[src/rtl/keypad_pkg.sv]
// keypad_pkg
//   Shared definitions for the keypad path: key code width, the named key
//   codes produced by the encoder, and the debounce FSM state type.
package keypad_pkg;

  localparam int KEY_W = 4;

  // Codes emitted by the keypad encoder on d[3:0].
  localparam logic [KEY_W-1:0] KEY_0    = 4'h0;
  localparam logic [KEY_W-1:0] KEY_1    = 4'h1;
  localparam logic [KEY_W-1:0] KEY_2    = 4'h2;
  localparam logic [KEY_W-1:0] KEY_3    = 4'h3;
  localparam logic [KEY_W-1:0] KEY_4    = 4'h4;
  localparam logic [KEY_W-1:0] KEY_5    = 4'h5;
  localparam logic [KEY_W-1:0] KEY_6    = 4'h6;
  localparam logic [KEY_W-1:0] KEY_7    = 4'h7;
  localparam logic [KEY_W-1:0] KEY_8    = 4'h8;
  localparam logic [KEY_W-1:0] KEY_9    = 4'h9;
  localparam logic [KEY_W-1:0] KEY_STAR = 4'hE;
  localparam logic [KEY_W-1:0] KEY_HASH = 4'hF;

  // Debounce FSM states.
  typedef enum logic [1:0] {
    IDLE         = 2'd0,
    PRESS_WAIT   = 2'd1,
    HELD         = 2'd2,
    RELEASE_WAIT = 2'd3
  } key_state_t;

endpackage

[src/rtl/keypad_fifo_core.sv]
// keypad_fifo_core
//   First-word-fall-through FIFO for key codes with a sticky overflow flag.
//
//   Handshake: push is accepted when the FIFO is not full, or when it is full
//   and a pop is accepted on the same edge; pop is accepted whenever the FIFO
//   is not empty. rd_data always shows the head entry (0 while empty).
//
//   Ports:
//     clk, reset      clock, asynchronous active-high reset
//     push, push_data write request and data
//     pop             remove head entry (ignored when empty)
//     ovf_clr         clear sticky overflow (a same-cycle new overflow wins)
//     rd_data         head entry
//     empty, full     occupancy flags
//     count           occupancy, 0..DEPTH
//     overflow        sticky: a push was dropped because the FIFO was full
module keypad_fifo_core #(
  parameter int DEPTH = 8,
  parameter int W     = 4
) (
  input  logic                     clk,
  input  logic                     reset,
  input  logic                     push,
  input  logic [W-1:0]             push_data,
  input  logic                     pop,
  input  logic                     ovf_clr,
  output logic [W-1:0]             rd_data,
  output logic                     empty,
  output logic                     full,
  output logic [$clog2(DEPTH):0]   count,
  output logic                     overflow
);

  localparam int AW = $clog2(DEPTH);
  localparam int CW = AW + 1;

  logic [W-1:0]  mem [DEPTH];
  logic [AW-1:0] wr_ptr;
  logic [AW-1:0] rd_ptr;
  logic [CW-1:0] cnt;
  logic          pop_ok;
  logic          push_ok;

  assign empty   = (cnt == '0);
  assign full    = (cnt == CW'(DEPTH));
  assign pop_ok  = pop && !empty;
  // A pop frees the slot the push needs, so push+pop while full both succeed.
  assign push_ok = push && (!full || pop_ok);

  // Pointers are exactly AW bits wide and DEPTH is a power of two, so they
  // wrap on their own.
  always_ff @(posedge clk or posedge reset) begin
    if (reset) begin
      wr_ptr   <= '0;
      rd_ptr   <= '0;
      cnt      <= '0;
      overflow <= 1'b0;
    end else begin
      if (push_ok) wr_ptr <= wr_ptr + 1'b1;
      if (pop_ok)  rd_ptr <= rd_ptr + 1'b1;
      case ({push_ok, pop_ok})
        2'b10:   cnt <= cnt + 1'b1;
        2'b01:   cnt <= cnt - 1'b1;
        default: cnt <= cnt;
      endcase
      if (push && !push_ok)
        overflow <= 1'b1;
      else if (ovf_clr)
        overflow <= 1'b0;
    end
  end

  always_ff @(posedge clk) begin
    if (push_ok) mem[wr_ptr] <= push_data;
  end

  // Gating with empty keeps rd_data at 0 out of reset without resetting mem.
  assign rd_data = empty ? '0 : mem[rd_ptr];
  assign count   = cnt;

endmodule

[src/rtl/keypad_key_fifo.sv]
// keypad_key_fifo
//   Debounces the encoder's d/dav pair, emits one key event per press and
//   queues the key codes in a FWFT FIFO drained by rd_en.
//
//   Optional build macro: KEYPAD_AUTOREPEAT_EN
//     When defined, a held key re-issues its code after REPEAT_DELAY edges of
//     hold and then every REPEAT_PERIOD edges. When undefined, exactly one
//     event per press and no repeat logic exists.
//
//   Handshake: a key event pushes key_reg into the FIFO and pulses
//   press_pulse for one cycle after that edge, whether or not the FIFO had
//   room. rd_en pops the head on the edge it is sampled, if not empty.
//
//   Ports:
//     clk, reset   clock, asynchronous active-high reset
//     d, dav       key code and key-down level from the encoder
//     rd_en        pop FIFO head
//     ovf_clr      clear sticky overflow
//     rd_data      FIFO head
//     empty, full, count, overflow   FIFO status
//     key_held     debounced key-down state
//     press_pulse  one-cycle strobe per accepted key event
//     state_dbg    current debounce FSM state
module keypad_key_fifo
  import keypad_pkg::*;
#(
  parameter int DEBOUNCE_CYCLES = 4,
  parameter int DEPTH           = 8,
  parameter int REPEAT_DELAY    = 500,
  parameter int REPEAT_PERIOD   = 100
) (
  input  logic                   clk,
  input  logic                   reset,
  input  logic [KEY_W-1:0]       d,
  input  logic                   dav,
  input  logic                   rd_en,
  input  logic                   ovf_clr,
  output logic [KEY_W-1:0]       rd_data,
  output logic                   empty,
  output logic                   full,
  output logic [$clog2(DEPTH):0] count,
  output logic                   overflow,
  output logic                   key_held,
  output logic                   press_pulse,
  output key_state_t             state_dbg
);

  localparam int CNT_W = $clog2(DEBOUNCE_CYCLES + 1);
  // cnt holds the number of stable samples already seen, so the sample that
  // completes the debounce window arrives when cnt == DEBOUNCE_CYCLES-1.
  localparam logic [CNT_W-1:0] CNT_LAST = CNT_W'(DEBOUNCE_CYCLES - 1);

  key_state_t       state, state_nx;
  logic [CNT_W-1:0] cnt, cnt_nx;
  logic [KEY_W-1:0] key_reg, key_nx;
  logic             press_push;
  logic             rpt_push;
  logic             push_any;

  always_ff @(posedge clk or posedge reset) begin
    if (reset) begin
      state       <= IDLE;
      cnt         <= '0;
      key_reg     <= '0;
      press_pulse <= 1'b0;
    end else begin
      state       <= state_nx;
      cnt         <= cnt_nx;
      key_reg     <= key_nx;
      press_pulse <= push_any;
    end
  end

  always_comb begin
    state_nx   = state;
    cnt_nx     = cnt;
    key_nx     = key_reg;
    press_push = 1'b0;
    case (state)
      IDLE: begin
        if (dav) begin
          key_nx   = d;
          cnt_nx   = CNT_W'(1);
          state_nx = PRESS_WAIT;
        end
      end
      PRESS_WAIT: begin
        if (!dav || (d != key_reg)) begin
          cnt_nx   = '0;
          state_nx = IDLE;
        end else if (cnt == CNT_LAST) begin
          press_push = 1'b1;
          cnt_nx     = '0;
          state_nx   = HELD;
        end else begin
          cnt_nx = cnt + 1'b1;
        end
      end
      HELD: begin
        // d changes while the key stays down are ignored on purpose.
        if (!dav) begin
          cnt_nx   = CNT_W'(1);
          state_nx = RELEASE_WAIT;
        end
      end
      RELEASE_WAIT: begin
        if (dav) begin
          cnt_nx   = '0;
          state_nx = HELD;
        end else if (cnt == CNT_LAST) begin
          cnt_nx   = '0;
          state_nx = IDLE;
        end else begin
          cnt_nx = cnt + 1'b1;
        end
      end
      default: begin
        cnt_nx   = '0;
        state_nx = IDLE;
      end
    endcase
  end

`ifdef KEYPAD_AUTOREPEAT_EN
  localparam int RPT_MAX = (REPEAT_DELAY > REPEAT_PERIOD) ? REPEAT_DELAY : REPEAT_PERIOD;
  localparam int RPT_W   = $clog2(RPT_MAX + 1);

  logic [RPT_W-1:0] rpt_cnt;
  logic             rpt_first;
  logic             rpt_hit;

  // rpt_cnt counts HELD edges with dav high since entry or since the last
  // repeat; the first target is the initial delay, later ones the period.
  assign rpt_hit = (state == HELD) && dav &&
                   (rpt_cnt == (rpt_first ? RPT_W'(REPEAT_DELAY - 1)
                                          : RPT_W'(REPEAT_PERIOD - 1)));

  // Holding the counter cleared outside HELD restarts the repeat timing on
  // every entry, including the return from a release bounce.
  always_ff @(posedge clk or posedge reset) begin
    if (reset) begin
      rpt_cnt   <= '0;
      rpt_first <= 1'b1;
    end else if (state != HELD) begin
      rpt_cnt   <= '0;
      rpt_first <= 1'b1;
    end else if (dav) begin
      if (rpt_hit) begin
        rpt_cnt   <= '0;
        rpt_first <= 1'b0;
      end else begin
        rpt_cnt <= rpt_cnt + 1'b1;
      end
    end
  end

  assign rpt_push = rpt_hit;
`else
  // Keeps the repeat parameters referenced in builds without auto-repeat.
  logic unused_rpt_params;
  assign unused_rpt_params = ((REPEAT_DELAY + REPEAT_PERIOD) == 0);
  assign rpt_push = 1'b0;
`endif

  assign push_any  = press_push | rpt_push;
  assign key_held  = (state == HELD) || (state == RELEASE_WAIT);
  assign state_dbg = state;

  keypad_fifo_core #(
    .DEPTH (DEPTH),
    .W     (KEY_W)
  ) u_fifo (
    .clk       (clk),
    .reset     (reset),
    .push      (push_any),
    .push_data (key_reg),
    .pop       (rd_en),
    .ovf_clr   (ovf_clr),
    .rd_data   (rd_data),
    .empty     (empty),
    .full      (full),
    .count     (count),
    .overflow  (overflow)
  );

endmodule

[config.mk]
export PLATFORM = sky130hd
export DESIGN_NAME = keypad_key_fifo
export DESIGN_NICKNAME = d
export VERILOG_FILES = /design/src/rtl/keypad_pkg.sv /design/src/rtl/keypad_fifo_core.sv /design/src/rtl/keypad_key_fifo.sv
export SDC_FILE = /design/constraint.sdc
export NUM_CORES = 1
export LEC_CHECK = 0
export ABC_CLOCK_PERIOD_IN_PS = 6900
export CORE_ASPECT_RATIO = 0.75
export CORE_MARGIN = 10
export CORE_UTILIZATION = 40
export CTS_BUF_LIST = sky130_fd_sc_hd__clkbuf_4 sky130_fd_sc_hd__clkbuf_8
export DETAILED_ROUTE_END_ITERATION = 6
export HOLD_SLACK_MARGIN = 0.15
export PLACE_DENSITY = 0.56
export SYNTH_ARGS = -nofsm -noshare
export SYNTH_HDL_FRONTEND = slang
export SYNTH_SLANG_ARGS = --single-unit
[constraint.sdc]
create_clock -name clk -period 6.9 [get_ports clk]
set_input_delay 2.07 -clock clk [delete_from_list [all_inputs] [get_ports clk]]
set_output_delay 2.07 -clock clk [all_outputs]
set_load 0.02 [all_outputs]
; ---- Word level (Yosys, flattened, before mapping)
; Memory sizes are Yosys's and may differ from the RTL's.
; Cells that the tools add are included.
[classes]
n_addsub = 5
n_eq_ne = 12
muxes = 22
reduce_logical = 17
[op_table]
columns = operator, count
row1 = $mux 3, 5
row2 = $mux 2, 6
row3 = $pmux 3 s4, 1
row4 = $add 3x1->3 const B, 3
row5 = $pmux 2 s4, 1
row6 = $pmux 4 s2, 1
row7 = $mux 1, 7
row8 = $eq 2x2->1 const B, 3
row9 = $ne 3x3->1 const B, 2
row10 = $add 4x1->4 const B, 1
row11 = $eq 2x1->1 const B, 2
row12 = $eq 4x4->1 const B, 1
row13 = $logic_not 1->1, 4
row14 = $logic_not 4->1, 1
row15 = $mux 4, 1
row16 = $ne 2x2->1 const B, 2
row17 = $ne 4x4->1, 1
row18 = $reduce_and 2->1, 2
row19 = $reduce_and 4->1, 1
row20 = $reduce_bool 2->1, 2
row21 = $sub 4x1->4 const B, 1
row22 = $eq 3x2->1 const B, 1
row23 = $logic_and 1x1->1, 3
row24 = $logic_or 1x1->1, 3
row25 = $logic_not 2->1, 1
[word_totals]
reg_bits = 21
mem_bits_rw = 32
input_bits = 9
output_inout_bits = 15
wordCells = 65
memories = 1
[mem_list]
columns = name, words, word_bits, read_ports, rd_clocked_by_memory_dff, write_ports, line_no
row1 = u_fifo.mem, 8, 4, 1, 0, 1, keypad_fifo_core.sv:37  ; logic [W-1:0] mem [DEPTH];

; ---- Logic depth before layout (Yosys ltp)
; Gate-level depths: netlist (run 1).
[depth]
ltp_word = 8
mapped_depth = 12
depth_no_buf = 11

; ---- Cells and area by module
; From an unflattened synthesis (run 1), not the netlist that was laid out.
[hier_totals]
cells_unflattened = 173
area_unflattened_um2 = 2448.6
[modules_own_cells]
columns = module, n_inst, cells_each, area_per_inst_um2, seq_area_each_um2
row1 = keypad_fifo_core, 1, 125, 1924.3, 1236.2
row2 = keypad_key_fifo, 1, 48, 524.3, 250.2

; ---- Worst setup path before layout (run 1)
; OpenSTA, ideal clock, no wires.
[synth_path]
kind = input port to flip-flop
startpoint = input port dav
endpoint = register u_fifo.cnt[2], in the netlist u_fifo.count[2]
setup_ns = 0.136
arrival_ns = 3.972
required_time_ns = 6.764
slack_ns = 2.791
stages = 11
n_path_buf = 1
path_cell_list = and2b_1 > nand3_2 > or3_1 > buf_6 > ha_1 > xor2_1 > ha_1 > a21oi_1 > xor2_1 > nor2_1 > xor2_1
[synth_via]
elab_chain_len = 7
word_cells_on_any_way = 9
classes_between = eq/ne (2) / mux (3) / reduce/logical (4)
[synth_lines]
columns = element, line_no
row1 = "start, declared", keypad_key_fifo.sv:35  ; input logic dav,
row2 = $logic_not 1->1 *, --
row3 = $logic_or 1x1->1 *, keypad_key_fifo.sv:88  ; if (!dav || (d != key_reg)) begin
row4 = $mux 1 *, keypad_key_fifo.sv:88
row5 = $mux 1 *, keypad_key_fifo.sv:79  ; case (state)
row6 = $logic_and 1x1->1 *, keypad_fifo_core.sv:48  ; assign push_ok = push && (!full || pop_ok);
row7 = $eq 2x1->1 / $eq 2x2->1 (equally long branches), keypad_fifo_core.sv:61  ; case ({push_ok, pop_ok})
row8 = $pmux 4 s2 / $reduce_bool 2->1 (equally long branches), --
row9 = "end signal, assigned", keypad_fifo_core.sv:62  ; 2'b10: cnt <= cnt + 1'b1;
row10 = "end signal, assigned", keypad_fifo_core.sv:63  ; 2'b01: cnt <= cnt - 1'b1;
row11 = "end signal, assigned", keypad_fifo_core.sv:64  ; default: cnt <= cnt;
row12 = "end, declared", keypad_fifo_core.sv:40  ; logic [CW-1:0] cnt;
; Mark *: on every way between the ends. The rest lies on a longest branch, timed or not.
; A chain may end at the register's enable or synchronous reset.

; ---- Worst setup path in the final report (run 1)
; Ends and elaborated chain as after synthesis.

==> results.md, run 1 <==
* Status: finished, final reports clean
* HP Class: flop to flop
* First-pass GRT wire length at between 7 and 8 mm
* HPWL Detailed at 3.24 mm
* Io pins at 24
* Cell variety after synth at 37
* CTS Root Cell: clkbuf_8
* Vias in the first global route at 1413
* DRT iter0 DRCs at 52
* CTS resizes at 0
* Total Wirelength at roughly 4.3 mm
* Filler instances at 511
* Register-to-register setup slack at slightly below 4 ns
* Minimum clock period at 4.54 ns
* Clock skew at 0.0126 ns
* Reg clk slew, reported paths at 0.09 ns
* Max reg flops at 32
* GRT Residual Overflow at 0
* VDD IR max at 0.108 mV
* Final #Nets at roughly 200
* Initial Util at 0.413
* CTS tree: yes
* Initial antenna violation count at 0
* Sequential area share after synthesis at 0.621
* Pwr Density at 337 nW/um^2
* Period utilisation layout at 0.658
* Row count at 24
* Longest Clk Path Bufs at 2
* Final hold violation count at 0
* Synth Instances at 160
* Worst hold path cell count at 1
* CP Launch Type: input pin
* IO Port Bufs at 23
* CTS sink cnt at 53
* Slew Limit Fails at 0
* Slew @ Worst Pin at between 0.9 and 1 ns
* Worst-path fanout max at 10
* Syn_area_per_cell at 15.0 um^2
* Hold path endpoint: u_fifo.overflow$_DFFE_PP0P_
* CP arrival at approximately 4.7 ns
* Worst Path Required at 7.08 ns
* Max Clk Rate at 0.220 GHz
* Worst slew margin at 0.394
* Cell Area, Synth at between 2000 and 2500 um^2
* Vias at 1336
* Drt pass-1 iters at 4
* LEAKAGE at 1.01 nW
* R2R depth at 11
* Cts bufs inserted at 5
* GP Congestion at 0.871
* DR WL/cell at 16.5 um
* Top post-synthesis cells by area: edfxtp_1 (40%), dfrtp_1 (22%), mux4_2 (7.5%)
* Post-DRT Antenna Nets at 0
* FF-to-FF Start: cnt[0]$_DFFE_PP0P_
* Area Overhead vs Synth at 16.9%
* Commonest non-fill, non-tap cell in the layout: edfxtp_1
* Cts hold-fix bufs at 0
* Setup TNS at 0 ns
* Postcts setup bufs at 0
* Top-area cell type share of the netlist area at 0.401
* Hold WS at 0.515 ns
* Syn nets at around 180
* Die Height at just under 90 um
* Layout cells sized above 1 at 0.158
* Flops & latches, synth at 53
* Most frequent cells in the layout: edfxtp_1 (32), clkdlybuf4s50_1 (23), dfrtp_1 (21)
* Critical R2R Capture: u_fifo.count[2]$_DFFE_PP0P_
* Core Area at 5800 um^2
* Yosys top cell by area: edfxtp_1
* Residual DRC at 0
* Skew-Pair Late Insertion Delay at around 0.30 ns
* Max-capacitance violation count at 0
* Largest net degree at the start of global routing at 22
* Gr usage total at 0.0981
* Hold Path Origin: u_fifo.overflow$_DFFE_PP0P_
* Crit path capture type: flop
* RSZ-0062 raised after global routing: no
* H-tree levels at 2
* Ant. Diodes at 0
* Post-DR vias/cell at 5.10
* Area of the die at 9510 um^2
* Chip width at 109 um
* Synth warn at 0
* Critical path class: input pin to flop
* Final Setup Violations at 0
-- cell families after synthesis --
family | Yosys count | synth area share
buffers and inverters | 11 | 0.0209
multiplexers | 19 | 0.126
AO/OA/AOI/OAI | 13 | 0.0350
XOR/XNOR | 13 | 0.0476
flip-flops | 53 | 0.621
adder cells (fa/ha/maj) | 6 | 0.0314
AND/OR/NAND/NOR | 45 | 0.118
-- critical path, stage by stage --
cell	delay (ns)
clkdlybuf4s50_1	0.49
and2b_1	0.21
nand3_2	0.16
or3_1	0.59
ha_1	0.34
xor2_1	0.16
ha_1	0.18
a21oi_1	0.16
xor2_1	0.16
nor2_1	0.06
xor2_1	0.14
-- cell type report --
cell class              instances  area, um^2  share of cell area
clock inverters                 2        35.0              0.0125
clock buffers                   6        76.3              0.0273
multi-input cells              96         857               0.306
repair buffers                 23         230              0.0823
flip-flops and latches         53        1490               0.531
well taps                      78        97.6              0.0349
inverters                       4        15.0             0.00537
-- through the flow --
stage / instances / instance area (um^2) / setup slack (ns) / util / total power, mW
after floorplan: 160 / 2390 / 2.79 / - / 0.631
after global placement: 254 / 2690 / 2.14 / 0.464 / 0.740
after detailed placement: 254 / 2690 / 2.04 / 0.464 / 0.751
after CTS: 262 / 2800 / 2.36 / 0.483 / 0.958
after global routing: 262 / 2800 / 2.19 / 0.483 / 1.00
final: 262 / 2800 / 2.36 / 0.483 / 0.943
-- worst max-delay path by stage --
stage | slack [ns] | depth (start not counted) | endpoint | from
after detailed placement | 2.04 | 11 | u_fifo.count[2]$_DFFE_PP0P_ | dav
after global routing | 2.19 | 11 | u_fifo.count[2]$_DFFE_PP0P_ | dav
after CTS | 2.36 | 4 | rd_data[0] | u_fifo.rd_ptr[0]$_DFFE_PP0P_
after floorplan | 2.79 | 11 | u_fifo.count[2]$_DFFE_PP0P_ | dav
after global placement | 2.14 | 11 | u_fifo.count[2]$_DFFE_PP0P_ | dav
final | 2.36 | 11 | u_fifo.count[2]$_DFFE_PP0P_ | dav
-- metal layers --
layer | GRT usage | share of wire
met5 | 0 | 0
met2 | 0.145 | 0.45
met1 | 0.129 | 0.49
met4 | 0.0354 | 0.010
met3 | 0.0348 | 0.052
-- Yosys cell counts --
cell      count
a22o_1        1
mux4_2        8
clkbuf_1      3
nand3_2       1
buf_1         2
mux2_2        6
mux2_4        1
and2b_1       1
o22ai_1       1
nor4_1        4
a21oi_1       3
inv_1         4
o21ai_0       4
and2_1        1
nor2b_1       8
or3_1         2
o32ai_1       2
or2_2         1
nor4_2        1
o21ba_2       1
nor2_1        8
xor2_1        6
a31oi_1       1
nor3_1        5
nor4b_2       2
buf_6         1
ha_1          6
edfxtp_1     32
buf_2         1
and3b_1       3
xnor2_1       7
nand2_1       3
nand2b_1      2
nand3_1       2
dfrtp_1      21
mux2i_1       4
nand4_1       1
-- where the power goes --
group	leakage, nW	switching, mW	internal (mW)	total (mW)
registers	0.552	0.0754	0.371	0.446
clock network	0.0586	0.0945	0.112	0.206
logic	0.401	0.125	0.165	0.290
total	1.01	0.295	0.648	0.943
Note: power is estimated with default switching activity, not from simulation.
==> run 2, diff against run 1 <==
--- a/config.mk
+++ b/config.mk
@@ -5,7 +5,7 @@
 export SDC_FILE = /design/constraint.sdc
 export NUM_CORES = 1
 export LEC_CHECK = 0
-export ABC_CLOCK_PERIOD_IN_PS = 6900
+export ABC_CLOCK_PERIOD_IN_PS = 4800
 export CORE_ASPECT_RATIO = 0.75
 export CORE_MARGIN = 10
 export CORE_UTILIZATION = 40
==> constraint.sdc (replaced) <==
create_clock -name clk -period 4.8 [get_ports clk]
set_input_delay 1.44 -clock clk [delete_from_list [all_inputs] [get_ports clk]]
set_output_delay 1.44 -clock clk [all_outputs]
set_load 0.02 [all_outputs]
==> results.md, run 2 (synthesis gave the netlist of run 1 again) <==
* RSZ-0062 raised after global routing: no
* CTS resizes at 0
* Switching share of power at 0.307
* Longest Clk Path Bufs at 2
* VDD IR max at 0.154 mV
* Residual DRC at 0
* DR WL/cell at 16.2 um
* Max-capacitance violation count at 0
* Worst path cell trace: clkdlybuf4s50_1, and2b_1, nand3_2, or3_1, ha_1, xor2_1, ha_1, a21oi_1, xor2_1, nor2_1, xor2_1
* Reg clk slew, reported paths at 0.09 ns
* Postcts setup bufs at 0
* Chip width at 109 um
* Pwr Density at 484 nW/um^2
* Buf/Inv on CP at 1
* Layout cells sized above 1 at 0.167
* Cts bufs inserted at 5
* Internal Power at roughly 0.95 mW
* HP Class: flop to flop
* Critical path class: input pin to flop
* Period utilisation layout at 0.816
* CTS sink cnt at 53
* HPWL Detailed at 3.28 mm
* CP Launch Type: input pin
* Post-DP Area at 2700 um^2
* Worst slew margin at 0.442
* Setup WS post-layout at slightly below 0.9 ns
* Clock power share at 0.228
* Status: finished, final reports clean
* Pre-CTS setup slack at ~0.57 ns
* Seq pwr share at 0.467
* Final Setup Violations at 0
* Clock skew at between 0.007 and 0.008 ns
* LEAKAGE at ~1 nW
* DRT iter0 DRCs at 47
* Io pins at 24
* Max reg flops at 32
* Final #Nets at 200
* Initial antenna violation count at 0
* CP arrival at 4.11 ns
* GRT Residual Overflow at 0
* Largest net degree at the start of global routing at 22
* Skew-Pair Late Insertion Delay at 0.30 ns
* CP max-delay cell: or3_1
* Vias in the first global route at between 1k and 1.5k
* Die Height at 87.0 um
* Slew @ Worst Pin at 0.836 ns
* Area Overhead vs Synth at 17.9%
* Area of the die at 9510 um^2
* Minimum clock period at 3.92 ns
* Initial Util at 0.413
* Final hold violation count at 0
* Cell family with most CP delay: simple AND/OR/NAND/NOR gates
* Crit path capture type: flop
* Cell mode on critical path: xor2_1
* Setup TNS at 0 ns
* Commonest non-fill, non-tap cell in the layout: edfxtp_1
* Gr usage total at 0.0977
* Final cell count without fillers at 264
* Ant. Diodes at 0
* Worst Path Required at 4.99 ns
* Cts hold-fix bufs at 0
* First-pass GRT wire length at about 7.2 mm
* Vias at 1335
* Slew Limit Fails at 0
* GP Congestion at 0.861
* H-tree levels at 2
* CP max stage delay at 0.59 ns
* Post-DR vias/cell at approximately 5
* Switching power at 0.419 mW
* Drt pass-1 iters at 4
* Logic pwr share at 0.305
* Row count at 24
* Final instance area at around 2800 um^2
* Post-DRT Antenna Nets at 0
* Total Wirelength at 4.28 mm
* CTS tree: yes
* Placed insts at ~260
* Core Area at 5800 um^2
* CTS Root Cell: clkbuf_8
* Worst-path fanout max at 10
* Max Clk Rate at 0.255 GHz
* Most frequent cells in the layout: edfxtp_1 (32), clkdlybuf4s50_1 (23), dfrtp_1 (21)
* IO Port Bufs at 23
* Hold WS at 0.509 ns
==> run 2: worst register-to-register path: cells and delay by family, from the launching register on <==
kind            cells  cell delay (ns)
xor+xnor            3             0.47
compound gates      1             0.15
simple gates        4             1.09
fa+ha+maj           3             0.73
flops               1             0.40
==> run 2: power by group through the flow <==
| stage | clock, mW | combinational [mW] | sequential (mW) |
|---|---|---|---|
| global route | 0.341 | 0.452 | 0.655 |
| global placement | 0 | 0.416 | 0.647 |
| floorplan | 0 | 0.296 | 0.611 |
| detailed placement | 0 | 0.424 | 0.653 |
| CTS | 0.320 | 0.425 | 0.643 |
| finish | 0.311 | 0.417 | 0.638 |
==> run 2: final timing paths <==
check | from | end | slack (ns) | depth (start not counted)
max | dav | u_fifo.count[2]$_DFFE_PP0P_ | 0.88 | 11
min | cnt[1]$_DFFE_PP0P_ | cnt[1]$_DFFE_PP0P_ | 0.51 | 2
min in group asynchronous | reset | u_fifo.count[1]$_DFFE_PP0P_ | 1.60 | 2
min reg2reg | cnt[1]$_DFFE_PP0P_ | cnt[1]$_DFFE_PP0P_ | 0.51 | 2
max in group asynchronous | reset | key_reg[2]$_DFFE_PP0P_ | 2.68 | 2
max reg2reg | cnt[0]$_DFFE_PP0P_ | u_fifo.count[2]$_DFFE_PP0P_ | 1.84 | 11
==> run 2: per-layer routing <==
metal	part of all wire	track usage	routed length, um
met3	0.051	0.0355	217
met1	0.47	0.123	2010
met2	0.47	0.157	2030
met5	0	0	0
met4	0.0054	0.0212	23
==> run 2: metrics by stage <==
| step | util | power [mW] |
|---|---|---|
| finish | 0.487 | 1.36 |
| detailed placement | 0.466 | 1.08 |
| CTS | 0.487 | 1.39 |
| global route | 0.487 | 1.45 |
| global placement | 0.466 | 1.06 |
| floorplan | - | 0.907 |
==> run 2: area by class of cell <==
class                           count  area [um^2]
Fill cell                         511         2970
Multi-Input combinational cell     96          857
Timing Repair Buffer               25          245
Clock buffer                        7         90.1
Clock inverter                      1         30.0
Sequential cell                    53         1490
Inverter                            4         15.0
Tap cell                           78         97.6
